### src/rtl/seg7_scan_driver.sv
// seg7_scan_driver: multiplexed 7-segment scanner with dead-time blanking
// and frame-synchronous double-buffered display data.
//
// Ports:
//   Clk_signal  system clock
//   Reset       asynchronous, active-high reset
//   tick        1-cycle advance strobe from the refresh counter
//   wr_en       1-cycle write strobe for data_in
//   data_in     nibble k = value of digit k (digit N_DIG-1 is MSD)
//   anode_n     active-low digit enables, one-hot-low or all ones
//   seg_n       active-low segments, seg_n[0]=a ... seg_n[6]=g
//   digit_idx   digit currently selected
//   frame_done  1-cycle pulse on every frame boundary
//
// Optional build macro: LEAD_ZERO_BLANK_EN suppresses leading zeros.
module seg7_scan_driver #(
  parameter  int N_DIG     = 4,
  parameter  int BLANK_CYC = 2,
  localparam int IDX_W     = $clog2(N_DIG)
) (
  input  logic               Clk_signal,
  input  logic               Reset,
  input  logic               tick,
  input  logic               wr_en,
  input  logic [4*N_DIG-1:0] data_in,
  output logic [N_DIG-1:0]   anode_n,
  output logic [6:0]         seg_n,
  output logic [IDX_W-1:0]   digit_idx,
  output logic               frame_done
);

  localparam int CNT_W =
    (BLANK_CYC > 1) ? $clog2(BLANK_CYC) : 1;
  localparam logic [CNT_W-1:0] CNT_LAST =
    CNT_W'(BLANK_CYC - 1);
  localparam logic [IDX_W-1:0] IDX_LAST =
    IDX_W'(N_DIG - 1);

  typedef enum logic [1:0] {
    IDLE  = 2'd0,
    SHOW  = 2'd1,
    BLANK = 2'd2
  } state_t;

  state_t             state_q, state_d;
  logic [IDX_W-1:0]   idx_q, idx_d;
  logic [CNT_W-1:0]   cnt_q, cnt_d;
  logic [4*N_DIG-1:0] disp_q, disp_d;
  logic [4*N_DIG-1:0] pend_q, pend_d;
  logic               pflag_q, pflag_d;
  logic               fd_q, fd_d;
  logic [N_DIG-1:0]   anode_q, anode_d;
  logic [6:0]         seg_q, seg_d;
  logic               bound;
  logic               supp_d;

  function automatic logic [3:0] nib_sel(
    input logic [4*N_DIG-1:0] d,
    input logic [IDX_W-1:0]   i
  );
    logic [3:0] r;
    r = 4'h0;
    for (int k = 0; k < N_DIG; k++) begin
      if (i == IDX_W'(k)) r = d[4*k +: 4];
    end
    return r;
  endfunction

  function automatic logic [6:0] hex7(
    input logic [3:0] n
  );
    logic [6:0] s;
    unique case (n)
      4'h0: s = 7'b1000000;
      4'h1: s = 7'b1111001;
      4'h2: s = 7'b0100100;
      4'h3: s = 7'b0110000;
      4'h4: s = 7'b0011001;
      4'h5: s = 7'b0010010;
      4'h6: s = 7'b0000010;
      4'h7: s = 7'b1111000;
      4'h8: s = 7'b0000000;
      4'h9: s = 7'b0010000;
      4'hA: s = 7'b0001000;
      4'hB: s = 7'b0000011;
      4'hC: s = 7'b1000110;
      4'hD: s = 7'b0100001;
      4'hE: s = 7'b0000110;
      default: s = 7'b0001110;
    endcase
    return s;
  endfunction

`ifdef LEAD_ZERO_BLANK_EN
  // Digit i>0 is dark when it and every
  // more significant nibble are zero.
  function automatic logic lead_zero(
    input logic [4*N_DIG-1:0] d,
    input logic [IDX_W-1:0]   i
  );
    logic nz;
    nz = 1'b0;
    for (int k = 0; k < N_DIG; k++) begin
      if (k >= int'(i) && d[4*k +: 4] != 4'h0)
        nz = 1'b1;
    end
    return (i != '0) && !nz;
  endfunction

  always_comb begin
    supp_d = lead_zero(disp_d, idx_d);
  end
`else
  assign supp_d = 1'b0;
`endif

  always_comb begin
    state_d = state_q;
    idx_d   = idx_q;
    cnt_d   = cnt_q;
    disp_d  = disp_q;
    pend_d  = pend_q;
    pflag_d = pflag_q;
    fd_d    = 1'b0;
    bound   = 1'b0;

    unique case (state_q)
      IDLE: begin
        if (tick) begin
          state_d = BLANK;
          idx_d   = '0;
          cnt_d   = '0;
          bound   = 1'b1;
        end
      end
      SHOW: begin
        if (tick) begin
          state_d = BLANK;
          cnt_d   = '0;
          if (idx_q == IDX_LAST) begin
            idx_d = '0;
            bound = 1'b1;
          end else begin
            idx_d = idx_q + 1'b1;
          end
        end
      end
      BLANK: begin
        // ticks here are dropped on purpose
        if (cnt_q == CNT_LAST) begin
          state_d = SHOW;
          cnt_d   = '0;
        end else begin
          cnt_d = cnt_q + 1'b1;
        end
      end
      default: begin
        state_d = IDLE;
        idx_d   = '0;
        cnt_d   = '0;
      end
    endcase

    if (bound) begin
      fd_d = 1'b1;
      if (pflag_q) begin
        disp_d  = pend_q;
        pflag_d = 1'b0;
      end
    end

    // A write on a boundary edge lands in
    // pend and waits for the next frame.
    if (wr_en) begin
      pend_d  = data_in;
      pflag_d = 1'b1;
    end
  end

  // Outputs are registered from next-state
  // values so they move with the state.
  always_comb begin
    anode_d = '1;
    seg_d   = 7'h7F;
    if (state_d == SHOW && !supp_d) begin
      anode_d = ~(N_DIG'(1) << idx_d);
      seg_d   = hex7(nib_sel(disp_d, idx_d));
    end
  end

  always_ff @(posedge Clk_signal or posedge Reset) begin
    if (Reset) begin
      state_q <= IDLE;
      idx_q   <= '0;
      cnt_q   <= '0;
      disp_q  <= '0;
      pend_q  <= '0;
      pflag_q <= 1'b0;
      fd_q    <= 1'b0;
      anode_q <= '1;
      seg_q   <= 7'h7F;
    end else begin
      state_q <= state_d;
      idx_q   <= idx_d;
      cnt_q   <= cnt_d;
      disp_q  <= disp_d;
      pend_q  <= pend_d;
      pflag_q <= pflag_d;
      fd_q    <= fd_d;
      anode_q <= anode_d;
      seg_q   <= seg_d;
    end
  end

  assign anode_n    = anode_q;
  assign seg_n      = seg_q;
  assign digit_idx  = idx_q;
  assign frame_done = fd_q;

endmodule

### config.mk
export PLATFORM = sky130hd
export DESIGN_NAME = seg7_scan_driver
export DESIGN_NICKNAME = d
export VERILOG_FILES = /design/src/rtl/seg7_scan_driver.sv
export SDC_FILE = /design/constraint.sdc
export NUM_CORES = 1
export LEC_CHECK = 0
export ABC_AREA = 1
export CAP_MARGIN = 20
export CORE_AREA = 4 4 108 110
export CTS_BUF_LIST = sky130_fd_sc_hd__clkbuf_8
export DETAILED_ROUTE_END_ITERATION = 12
export DIE_AREA = 0 0 112 114
export HOLD_SLACK_MARGIN = 0.02
export PLACE_DENSITY_LB_ADDON = 0.08
export RECOVER_POWER = 50
export SLEW_MARGIN = 20
export SYNTH_ARGS = -nofsm -noshare
export SYNTH_HDL_FRONTEND = slang
export SYNTH_SLANG_ARGS = --single-unit
### constraint.sdc
create_clock -name Clk_signal -period 1.9 [get_ports Clk_signal]
set_input_delay 0.475 -clock Clk_signal [delete_from_list [all_inputs] [get_ports Clk_signal]]
set_output_delay 0.475 -clock Clk_signal [all_outputs]
set_load 0.01 [all_outputs]
==> out/qor.yml <==
ir_drop_v: 0.000400
fin_ws_ns: -0.215
totalWireLength_mm: 5.82
grt_pass1_vias: 2040
path_delay_family: "simple AND/OR/NAND/NOR gates"
clockRootBuffer: "clkbuf_8"
min_period_ns: 2.11
whs_path_depth: 2
synth_top_cell_by_area: "dfrtp_1"
grt_use_met2: 0.154
crit_type: "in2reg"
top_usage_layer: "met2"
worst_pin_slew_ns: 1.26
num-fill-cells: 1153
cts_buffers: 5
viasPerCell: 3.88
ioPinCount: 34
slew_viol_final: 0
dpl_cell_area_um2: 3410
swShare: 0.429
die_area_um2: 12800
worstRegToRegCells: 14
finClkSkew_ns: 0.0145
grt_usage: 0.0980
insertion_delay_ns: 0.31
synth_nets: 328
tritoncts: "done"
drive_gt1_frac: 0.326
die_width_um: 112
ys_seq_area_frac: 0.479
pwr-share-clk: 0.139
grt_max_degree: 51
vias: 1957
slowest_stage: "ha_1"
use_met1: 0.136
status: "finished, violations left"
yosysWarnings: 0
chipHeight_um: 114
grt_overflow: 0
synth_top_cell_area_share: 0.370
maxSlewHeadroom: 0.157
ys.flop_type: "dfrtp_1"
seqPwrFrac: 0.282
cp_max_fo: 5
post-route-period-util: 1.11
required_ns: 2.14
crit_path_start_kind: "input pin"
routedWlPerCell_um: 11.5
fin_area_um2: 3570
dpl.hpwl_mm: 4.41
hp-class: "reg2reg"
met3_usage: 0.0202
ys_ff_latch: 50
crit_chain: "dlygate4sd2_1, buf_12, inv_12, ha_4, inv_2, nand3_4, nand2_4, nor2_4, nor2_4, nand2_1, nand3_2, nor2_4, ha_1, nand2_1, nand3_1, nand3_1"
postRouteAntennaNets: 0
path_depth: 16
clockBufferDepth: 2
finalSetupViolCount: 7
drtPass1Iterations: 4
nets: 392
initial_core_util: 0.247
path_buf_inv: 4
core_area_um2: 10700
rows: 38
synthCells: 300
crit_arrival_ns: 2.35
drc: 0
antenna_found_initial: 0
crit_path_frequent_cell: "nor2_4"
clkSinkCount: 50
areaGrowthSynthToFinish_pct: 35.2
ys_top_cells_by_area: "dfrtp_1, nand2_1, dfstp_2"
synthArstFlopShare: 1.00
clk_pin_slew_worst_paths_ns: 0.10
violations: "negative setup slack"
internal-power_mw: 3.12
finalWeightedCongestion: 0.728
diodes: 0
total_power_mw: 5.47
h-tree-depth: 2
cap_violations: 0
p_sw_mw: 2.35
rsz0062_at_grt: "yes"
place.port_buffers: 33
hold_viol_final: 0
synth.distinct_cells: 29
synth_commonest_cells: "nand2_1, dfrtp_1, inv_1"
powerDensity_nw_per_um2: 1530
power_frac_comb: 0.579
yosysMostFrequentCell: "nand2_1"
syn_area_um2: 2640
grt_pass1_wl_mm: 10.2
fmax_mhz: 473
tns_ns: -1.31
drt_iter0_markers: 64
synth_area_per_cell_um2: 8.80
synth_edf_count: 0
crit_path_end_kind: "flop"
cp_slowest_stage_delay_ns: 0.26
leakage_nw: 1.76
## cell type report
cell class,count,area (um^2),share of cell area
tap,140,175,0.0491
clock inverter,3,41.3,0.0116
sequential,50,1270,0.355
multi-input combinational,213,1300,0.365
timing repair buffer,64,586,0.164
clock buffer,5,68.8,0.0193
inverter,30,129,0.0361
## state kept, by name, indices dropped and copies added, names as in the netlist, 2 cells and up
name	cells
disp_q	16
pend_q	16
seg_n	7
anode_n	4
digit_idx	2
state_q	2
## kinds of logic (layout without fill, tap and decap cells)
family          count (synthesis)  count (layout)  share of synthesized area
compound gates                 18              18                     0.0412
fa+ha+maj                       8               8                     0.0379
buf+inv                        37             102                     0.0597
flops                          50              50                      0.479
simple gates                  187             187                      0.382
## power by group through the flow
stage / registers [mW] / logic, mW / clock network [mW]
floorplan: 1.57 / 2.07 / 0
global placement: 1.55 / 3.15 / 0
detailed placement: 1.55 / 3.14 / 0
CTS: 1.55 / 3.25 / 0.808
global route: 1.58 / 3.61 / 0.834
finish: 1.54 / 3.17 / 0.763
## layer usage
layer,up-vias,wire length [um]
li1,1059,-
met1,866,2880
met2,28,2630
met3,4,230
met4,0,85
met5,-,0
## worst min-delay path, stage by stage (launching register included)
cell and delay (ns):
dfrtp_1 0.36, nand2_1 0.05, nand2_1 0.04
## worst paths after layout
kind / from / to / slack (ns)
worst min-delay path: pend_q[7] / pend_q[7] / 0.48
worst max-delay path: tick / seg_n[3] / -0.21
max in group asynchronous: Reset / digit_idx[0] / 0.02
worst max register to register: digit_idx[0] / seg_n[3] / -0.21
min in group asynchronous: Reset / pend_q[9] / 1.01
worst min register to register: pend_q[7] / pend_q[7] / 0.48
## cell usage in the layout, fill, tap and decap left out, drive strengths merged
master	instances
a22o	1
buf	29
bufinv	1
clkbuf	7
clkdlybuf4s50	28
clkinv	3
clkinvlp	1
dfrtp	39
dfstp	11
dlygate4sd2	1
dlygate4sd3	2
dlymetal6s2s	2
ha	8
inv	28
nand2	143
nand3	26
nand4	3
nor2	14
o21ai	17
or2	1
## stage by stage
step / worst slack (ns) / cells / utilization / hold WS [ns]
finish: -0.215 / 505 / 0.334 / 0.482
floorplan: -0.148 / 300 / - / 0.442
detailed placement: -0.877 / 495 / 0.319 / 0.462
global placement: -0.881 / 495 / 0.319 / 0.459
global route: -0.380 / 505 / 0.334 / 0.516
CTS: -0.222 / 505 / 0.334 / 0.489
## repair_timing
action	in CTS	in global routing
pin swaps	13	2
setup endpoints to repair	7	9
setup buffers	2	0
resized for setup	12	4
hold buffers	0	0
(Power assumes the default switching activity.)
